$ cat config.mk
export PLATFORM = sky130hd
export DESIGN_NAME = sat_bin_seq
export DESIGN_NICKNAME = d
export VERILOG_FILES = /design/src/rtl/sat_pkg.sv /design/src/rtl/row_seq.sv /design/src/rtl/sat_bin_seq.sv
export SDC_FILE = /design/constraint.sdc
export NUM_CORES = 1
export LEC_CHECK = 0
export CAP_MARGIN = 10
export CORE_AREA = 2 2 533 535
export DETAILED_ROUTE_END_ITERATION = 10
export DIE_AREA = 0 0 535 537
export GPL_TIMING_DRIVEN = 0
export PLACE_DENSITY = 0.32
export SYNTH_ARGS = -nofsm -noshare
export SYNTH_HDL_FRONTEND = slang
export SYNTH_SLANG_ARGS = --single-unit
$ cat constraint.sdc
create_clock -name clk -period 27.4 [get_ports clk]
set_input_delay 5.48 -clock clk [delete_from_list [all_inputs] [get_ports clk]]
set_output_delay 5.48 -clock clk [all_outputs]
set_load 0.005 [all_outputs]
$ cat src/rtl/sat_pkg.sv
// rtl/sat_pkg.sv - shared sequencer state type and default field widths
package sat_pkg;

  localparam int DEF_NUM_CLAUSES      = 8;
  localparam int DEF_NUM_VARS         = 8;
  localparam int DEF_NUM_LVLS         = 8;
  localparam int DEF_WIDTH_LVL        = 16;
  localparam int DEF_WIDTH_BIN_ID     = 15;
  localparam int DEF_WIDTH_VAR_STATES = 19;
  localparam int DEF_WIDTH_LVL_STATES = 16;

  typedef enum logic [2:0] {
    ST_IDLE,
    ST_LOAD,
    ST_LISTS,
    ST_START,
    ST_WAIT,
    ST_RDBK,
    ST_FIN
  } seq_state_t;

endpackage

$ cat src/rtl/row_seq.sv
// rtl/row_seq.sv - clause row counter with current and one-cycle delayed one-hot strobes
module row_seq #(
  parameter int N  = 8,
  parameter int CW = $clog2(N) + 1
) (
  input  logic          clk,
  input  logic          rst,
  input  logic          en,
  output logic [CW-1:0] cnt,
  output logic [N-1:0]  oh,
  output logic [N-1:0]  oh_d,
  output logic          last
);

  // the phase spans N+1 cycles: rows 0..N-1, then one cycle for the delayed strobe
  always_ff @(posedge clk) begin
    if (rst || !en) cnt <= '0;
    else            cnt <= cnt + CW'(1);
  end

  assign oh   = (en && (cnt < CW'(N))) ? (N'(1) << cnt) : '0;
  assign last = en && (cnt == CW'(N));

  always_ff @(posedge clk) begin
    if (rst) oh_d <= '0;
    else     oh_d <= oh;
  end

endmodule

$ cat src/rtl/sat_bin_seq.sv
// rtl/sat_bin_seq.sv - loads one clause bin into the SAT engine, runs it and writes the clauses back
module sat_bin_seq
  import sat_pkg::*;
#(
  parameter int NUM_CLAUSES      = DEF_NUM_CLAUSES,
  parameter int NUM_VARS         = DEF_NUM_VARS,
  parameter int NUM_LVLS         = DEF_NUM_LVLS,
  parameter int WIDTH_LVL        = DEF_WIDTH_LVL,
  parameter int WIDTH_BIN_ID     = DEF_WIDTH_BIN_ID,
  parameter int WIDTH_VAR_STATES = DEF_WIDTH_VAR_STATES,
  parameter int WIDTH_LVL_STATES = DEF_WIDTH_LVL_STATES
) (
  input  logic                                   clk,
  input  logic                                   rst,
  input  logic                                   start_i,
  input  logic [WIDTH_BIN_ID-1:0]                bin_id_i,
  input  logic [WIDTH_LVL-1:0]                   load_lvl_i,
  input  logic [WIDTH_LVL-1:0]                   base_lvl_i,
  input  logic                                   wb_en_i,
  input  logic [WIDTH_VAR_STATES*NUM_VARS-1:0]   vs_i,
  input  logic [WIDTH_LVL_STATES*NUM_LVLS-1:0]   ls_i,
  output logic                                   busy_o,
  output logic                                   done_o,
  output logic                                   sat_o,
  output logic                                   unsat_o,
  output logic [WIDTH_LVL-1:0]                   bkt_lvl_o,
  output logic [WIDTH_VAR_STATES*NUM_VARS-1:0]   vs_o,
  output logic [WIDTH_LVL_STATES*NUM_LVLS-1:0]   ls_o,
  output logic                                   mem_rd_o,
  output logic                                   mem_wr_o,
  output logic [WIDTH_BIN_ID+2:0]                mem_addr_o,
  output logic [2*NUM_VARS-1:0]                  mem_wdata_o,
  input  logic [2*NUM_VARS-1:0]                  mem_rdata_i,
  output logic [NUM_CLAUSES-1:0]                 wr_carray_o,
  output logic [NUM_CLAUSES-1:0]                 rd_carray_o,
  output logic [2*NUM_VARS-1:0]                  clause_o,
  output logic [NUM_VARS-1:0]                    wr_var_states_o,
  output logic [WIDTH_VAR_STATES*NUM_VARS-1:0]   var_states_o,
  output logic [NUM_LVLS-1:0]                    wr_lvl_states_o,
  output logic [WIDTH_LVL_STATES*NUM_LVLS-1:0]   lvl_states_o,
  output logic                                   start_core_o,
  output logic [WIDTH_BIN_ID-1:0]                cur_bin_num_o,
  output logic [WIDTH_LVL-1:0]                   load_lvl_o,
  output logic                                   base_lvl_en_o,
  output logic [WIDTH_LVL-1:0]                   base_lvl_i_o,
  input  logic                                   done_core_i,
  input  logic                                   sat_i,
  input  logic                                   unsat_i,
  input  logic [WIDTH_LVL-1:0]                   bkt_lvl_i,
  input  logic [2*NUM_VARS-1:0]                  clause_i,
  input  logic [WIDTH_VAR_STATES*NUM_VARS-1:0]   var_states_i,
  input  logic [WIDTH_LVL_STATES*NUM_LVLS-1:0]   lvl_states_i
);

  localparam int AW = WIDTH_BIN_ID + 3;
  localparam int CW = $clog2(NUM_CLAUSES) + 1;

  seq_state_t state, state_n;

  logic [WIDTH_BIN_ID-1:0]              cap_bin;
  logic [WIDTH_LVL-1:0]                 cap_load, cap_base, cap_bkt;
  logic                                 cap_wb, cap_sat, cap_unsat;
  logic [WIDTH_VAR_STATES*NUM_VARS-1:0] cap_vs, cap_rvs;
  logic [WIDTH_LVL_STATES*NUM_LVLS-1:0] cap_ls, cap_rls;

  logic [CW-1:0]          load_cnt, rdbk_cnt;
  logic [NUM_CLAUSES-1:0] load_oh, load_oh_d, rdbk_oh, rdbk_oh_d;
  logic                   load_last, rdbk_last;
  logic [AW-1:0]          base_addr;
  logic                   fin_load, hold_ph;

  row_seq #(.N(NUM_CLAUSES), .CW(CW)) u_load_seq (
    .clk(clk), .rst(rst), .en(state == ST_LOAD),
    .cnt(load_cnt), .oh(load_oh), .oh_d(load_oh_d), .last(load_last)
  );

  row_seq #(.N(NUM_CLAUSES), .CW(CW)) u_rdbk_seq (
    .clk(clk), .rst(rst), .en(state == ST_RDBK),
    .cnt(rdbk_cnt), .oh(rdbk_oh), .oh_d(rdbk_oh_d), .last(rdbk_last)
  );

  always_comb begin
    state_n = state;
    case (state)
      ST_IDLE:  if (start_i) state_n = ST_LOAD;
      ST_LOAD:  if (load_last) state_n = ST_LISTS;
      ST_LISTS: state_n = ST_START;
      ST_START: state_n = ST_WAIT;
      ST_WAIT:  if (done_core_i) state_n = cap_wb ? ST_RDBK : ST_FIN;
      ST_RDBK:  if (rdbk_last) state_n = ST_FIN;
      ST_FIN:   state_n = ST_IDLE;
      default:  state_n = ST_IDLE;
    endcase
  end

  always_ff @(posedge clk) begin
    if (rst) state <= ST_IDLE;
    else     state <= state_n;
  end

  // results become visible on the FIN cycle itself; skipping WAIT capture when going straight to FIN
  assign fin_load = (state_n == ST_FIN) && (state != ST_FIN);

  always_ff @(posedge clk) begin
    if (rst) begin
      sat_o     <= 1'b0;
      unsat_o   <= 1'b0;
      bkt_lvl_o <= '0;
    end else if (fin_load) begin
      sat_o     <= (state == ST_WAIT) ? sat_i     : cap_sat;
      unsat_o   <= (state == ST_WAIT) ? unsat_i   : cap_unsat;
      bkt_lvl_o <= (state == ST_WAIT) ? bkt_lvl_i : cap_bkt;
    end
  end

  always_ff @(posedge clk) begin
    if (state == ST_IDLE && start_i) begin
      cap_bin  <= bin_id_i;
      cap_load <= load_lvl_i;
      cap_base <= base_lvl_i;
      cap_wb   <= wb_en_i;
      cap_vs   <= vs_i;
      cap_ls   <= ls_i;
    end
    if (state == ST_WAIT && done_core_i) begin
      cap_sat   <= sat_i;
      cap_unsat <= unsat_i;
      cap_bkt   <= bkt_lvl_i;
      cap_rvs   <= var_states_i;
      cap_rls   <= lvl_states_i;
    end
    if (!rst && fin_load) begin
      vs_o <= (state == ST_WAIT) ? var_states_i : cap_rvs;
      ls_o <= (state == ST_WAIT) ? lvl_states_i : cap_rls;
    end
  end

  assign base_addr = AW'(cap_bin) * AW'(NUM_CLAUSES);

  // write-back addresses trail the read strobe by one row, hence cnt-1
  always_comb begin
    mem_addr_o = '0;
    if (|load_oh)        mem_addr_o = base_addr + AW'(load_cnt);
    else if (|rdbk_oh_d) mem_addr_o = base_addr + AW'(rdbk_cnt) - AW'(1);
  end

  assign mem_rd_o    = |load_oh;
  assign mem_wr_o    = |rdbk_oh_d;
  assign mem_wdata_o = mem_wr_o ? clause_i : '0;
  assign wr_carray_o = load_oh_d;
  assign clause_o    = (|load_oh_d) ? mem_rdata_i : '0;
  assign rd_carray_o = rdbk_oh;

  assign wr_var_states_o = (state == ST_LISTS) ? '1 : '0;
  assign wr_lvl_states_o = (state == ST_LISTS) ? '1 : '0;
  assign var_states_o    = (state == ST_LISTS) ? cap_vs : '0;
  assign lvl_states_o    = (state == ST_LISTS) ? cap_ls : '0;

  assign hold_ph       = (state == ST_START) || (state == ST_WAIT) ||
                         (state == ST_RDBK)  || (state == ST_FIN);
  assign start_core_o  = (state == ST_START);
  assign base_lvl_en_o = (state == ST_START);
  assign cur_bin_num_o = hold_ph ? cap_bin  : '0;
  assign load_lvl_o    = hold_ph ? cap_load : '0;
  assign base_lvl_i_o  = hold_ph ? cap_base : '0;

  assign busy_o = (state != ST_IDLE);
  assign done_o = (state == ST_FIN);

endmodule
==> results.md <==
* Status: finished clean
* CP cell instances: clkdlybuf4s50_1 > and2_1 > clkdlybuf4s50_1
* Sequential area share after synthesis at 76.94%
* Placed inst area at 55820 um^2
* Number of global-route vias before repair at 27294
* FMAX at 0.08166 GHz
* H-Tree Depth at 4
* Share of layout cells above drive strength 1 at 7.319%
* CTS tree: built
* DRC at 0
* IO Pins at 1375
* Port Buffer Count at 1373
* Global-route wire length before repair at 251.0 mm
* Area of the multi-input gates at 7684 um^2
* Vias/cell at 3.298
* Max_slew headroom at 21.61%
* Post-CTS setup buffer count at 0
* Setup-failing EPs final at 0
* Syn nets at 3355
* Resized cells post-CTS at 0
* Leakage at 21.07 nW
* Post-synth EDFFs at 906
* Fill count at 30138
* RD Place Congestion at 0.8221
* Fin crit share at 44.69%
* P&R area growth vs syn at 64.20%
* Die area at 287300 um^2
* CTS Hold Bufs at 0
* Hpwl dp at 154.9 mm
* Netlist cell types at 58
* Area contributors post-synth: edfxtp_1 (74%), nand2_1 (9.3%), and2_1 (5.6%)
* Chip height at 537 um
* Cell area power density at 58.47 nW/um^2
* Cell Area, Synth at 36530 um^2
* Min-Delay Path Class: reg2reg
* Syn Area/Cell at 13.80 um^2
* Remaining antenna violation count after routing at 0
* TritonRoute pass-1 iters at 5
* Main synth FF type: edfxtp_1
* Nets at 4917
* Total of max-cap violations at 0
* Via count at 26611
* Avg WL per Cell at 23.85 um
* Clock root buffer: clkbuf_16
* CTS buffer count at 134
* Final number of max-transition violations at 0
* DRT Wirelength at 192.4 mm
* Yosys top cell area share at 74.48%
* Register area at 28110 um^2
* Initial antenna violation count at 88
* Crit path DAT at 6.77 ns
* Total grt overflow at 0
* Cells after synthesis at 2648
* Pin count of the biggest net entering global routing at 54
* Worst path slowest cell: clkdlybuf4s50_1
* Cell family with the largest share of critical-path delay: buffers and inverters
* Unrepaired setup endpoints after global routing: no
* CP Capture Type: output port
* Placed instance count at 7817
* Critical path fanouts, max at 1
* Crit path top cell by count: clkdlybuf4s50_1
* Commonest non-fill, non-tap cell in the layout: clkdlybuf4s50_1
* Most frequent cells in the layout: clkdlybuf4s50_1 (1373), edfxtp_1 (906), nand2_1 (903), and2_1 (324), clkbuf_16 (136)
* Async S/R FF share, synth at 0%
* Clk buf depth at 4
* Site Rows at 195
* Tot Pwr at 3.507 mW
* CORE AREA at 281300 um^2
* Synth area leader: edfxtp_1
* Final Hold Viols at 0
* Setup crit start kind: primary input
* Seq cells post-synth at 951
* Clock Sinks at 951
* Final min period at 12.25 ns
* Worst vdd ir at 0.00004069 V
* Worst skew pair latency at 0.81 ns
* CP Class: in2out
* Finished Cell Area at 59980 um^2
* GRT Total Usage at 12.82%
* WP buf/inv at 2
* DR iter-0 viols at 1522
* Layout Cells excl Fill at 8068
* Worst Tran Pin Value at 1.176 ns
* Clock transition at path regs at 0.05 ns
* Crit path required time at 21.92 ns
* Crit-path max cell delay at 0.59 ns
* Die W at 535 um
* Skew final at 0.04951 ns
* Setup TNS at 0 ns
* Initial core utilization at 12.99%
* Synth warnings at 0
## state kept, by name (all words and copies together), names as in the netlist, 16 cells and up
| signal | count |
|---|---|
| cap_rvs | 152 |
| cap_rls | 128 |
| cap_bkt | 16 |
| vs_o | 152 |
| cap_base | 16 |
| ls_o | 128 |
| bkt_lvl_o | 16 |
| cap_vs | 152 |
| cap_ls | 128 |
| cap_load | 16 |
## logic make-up (layout without fill, tap and decap cells)
kind of cell,count (synthesis),count (layout),share of synthesized area (%)
xor gates and xnor gates,26,26,0.6234
buffers and inverters,163,1819,2.079
and+or+nand+nor,1377,1377,17.04
AOI/OAI and AO/OA,86,86,1.754
adders and majority gates,45,45,1.562
other,0,21,0
DFF,951,951,76.94
## report_power, final
part	internal, mW	switching (mW)	total, mW	leakage, nW
sequential	1.62	0.00961	1.63	8.69
clock	0.981	0.724	1.71	1.97
combinational	0.107	0.0632	0.170	10.4
## layout make-up
cell class | instances | area share [%]
flip-flops and latches | 951 | 46.86
repair buffers | 1426 | 24.31
multi-input cells | 1534 | 12.81
well taps | 3743 | 7.808
clock buffers | 175 | 5.951
plain buffers | 133 | 1.076
clock inverters | 55 | 0.9032
inverters | 30 | 0.1919
diodes | 21 | 0.08761
## worst paths after layout
kind	from	end	cells past startpoint	slack, ns
worst max register to register	state[2]	cap_rls[45]	11	22.28
worst max-delay path	clause_i[10]	mem_wdata_o[10]	3	15.15
worst min-delay path	u_load_seq.cnt[0]	u_load_seq.cnt[0]	1	0.48
worst min register to register	u_load_seq.cnt[0]	u_load_seq.cnt[0]	1	0.48
## metrics by stage
step / setup WS [ns] / hold slack (ns) / util [%]
2_1_floorplan: 1.400 / 0.4445 / -
3_3_place_gp: -16.80 / 0.4683 / 19.54
3_5_place_dp: 15.20 / 0.4695 / 19.84
4_1_cts: 15.20 / 0.4585 / 21.30
5_1_grt: 15.16 / 0.4986 / 21.31
6_report: 15.15 / 0.4771 / 21.32
## synthesized netlist by cell type (all sizes together) (2+ instances only)
cell type / number
edfxtp: 906
nand2: 904
and2: 325
buf: 77
clkbuf: 56
nor2: 56
dfxtp: 45
ha: 44
nor2b: 37
inv: 30
a21oi: 21
a311oi: 18
xnor2: 18
and3: 16
nand3: 10
o21ai: 9
xor2: 8
o22ai: 7
nor4: 6
o211ai: 5
or3: 5
nor3: 4
nor3b: 4
nand2b: 3
o21a: 3
o21bai: 3
a211oi: 2
a21o: 2
a31oi: 2
nand3b: 2
or2: 2
## worst register-to-register path: cells and delay by family (launching register included)
kind,cells,cell delay (ns)
flops,1,0.32
buf+inv,8,2.97
simple gates,3,1.42
## per-layer routing
layer	track usage, %	vias to the layer above	part of all wire, %
met1	12.32	12807	34
met3	6.119	321	11
met5	0	-	0.18
met4	3.441	54	2.6
met2	24.16	1166	53
li1	-	12263	-
(Power assumes the default switching activity.)
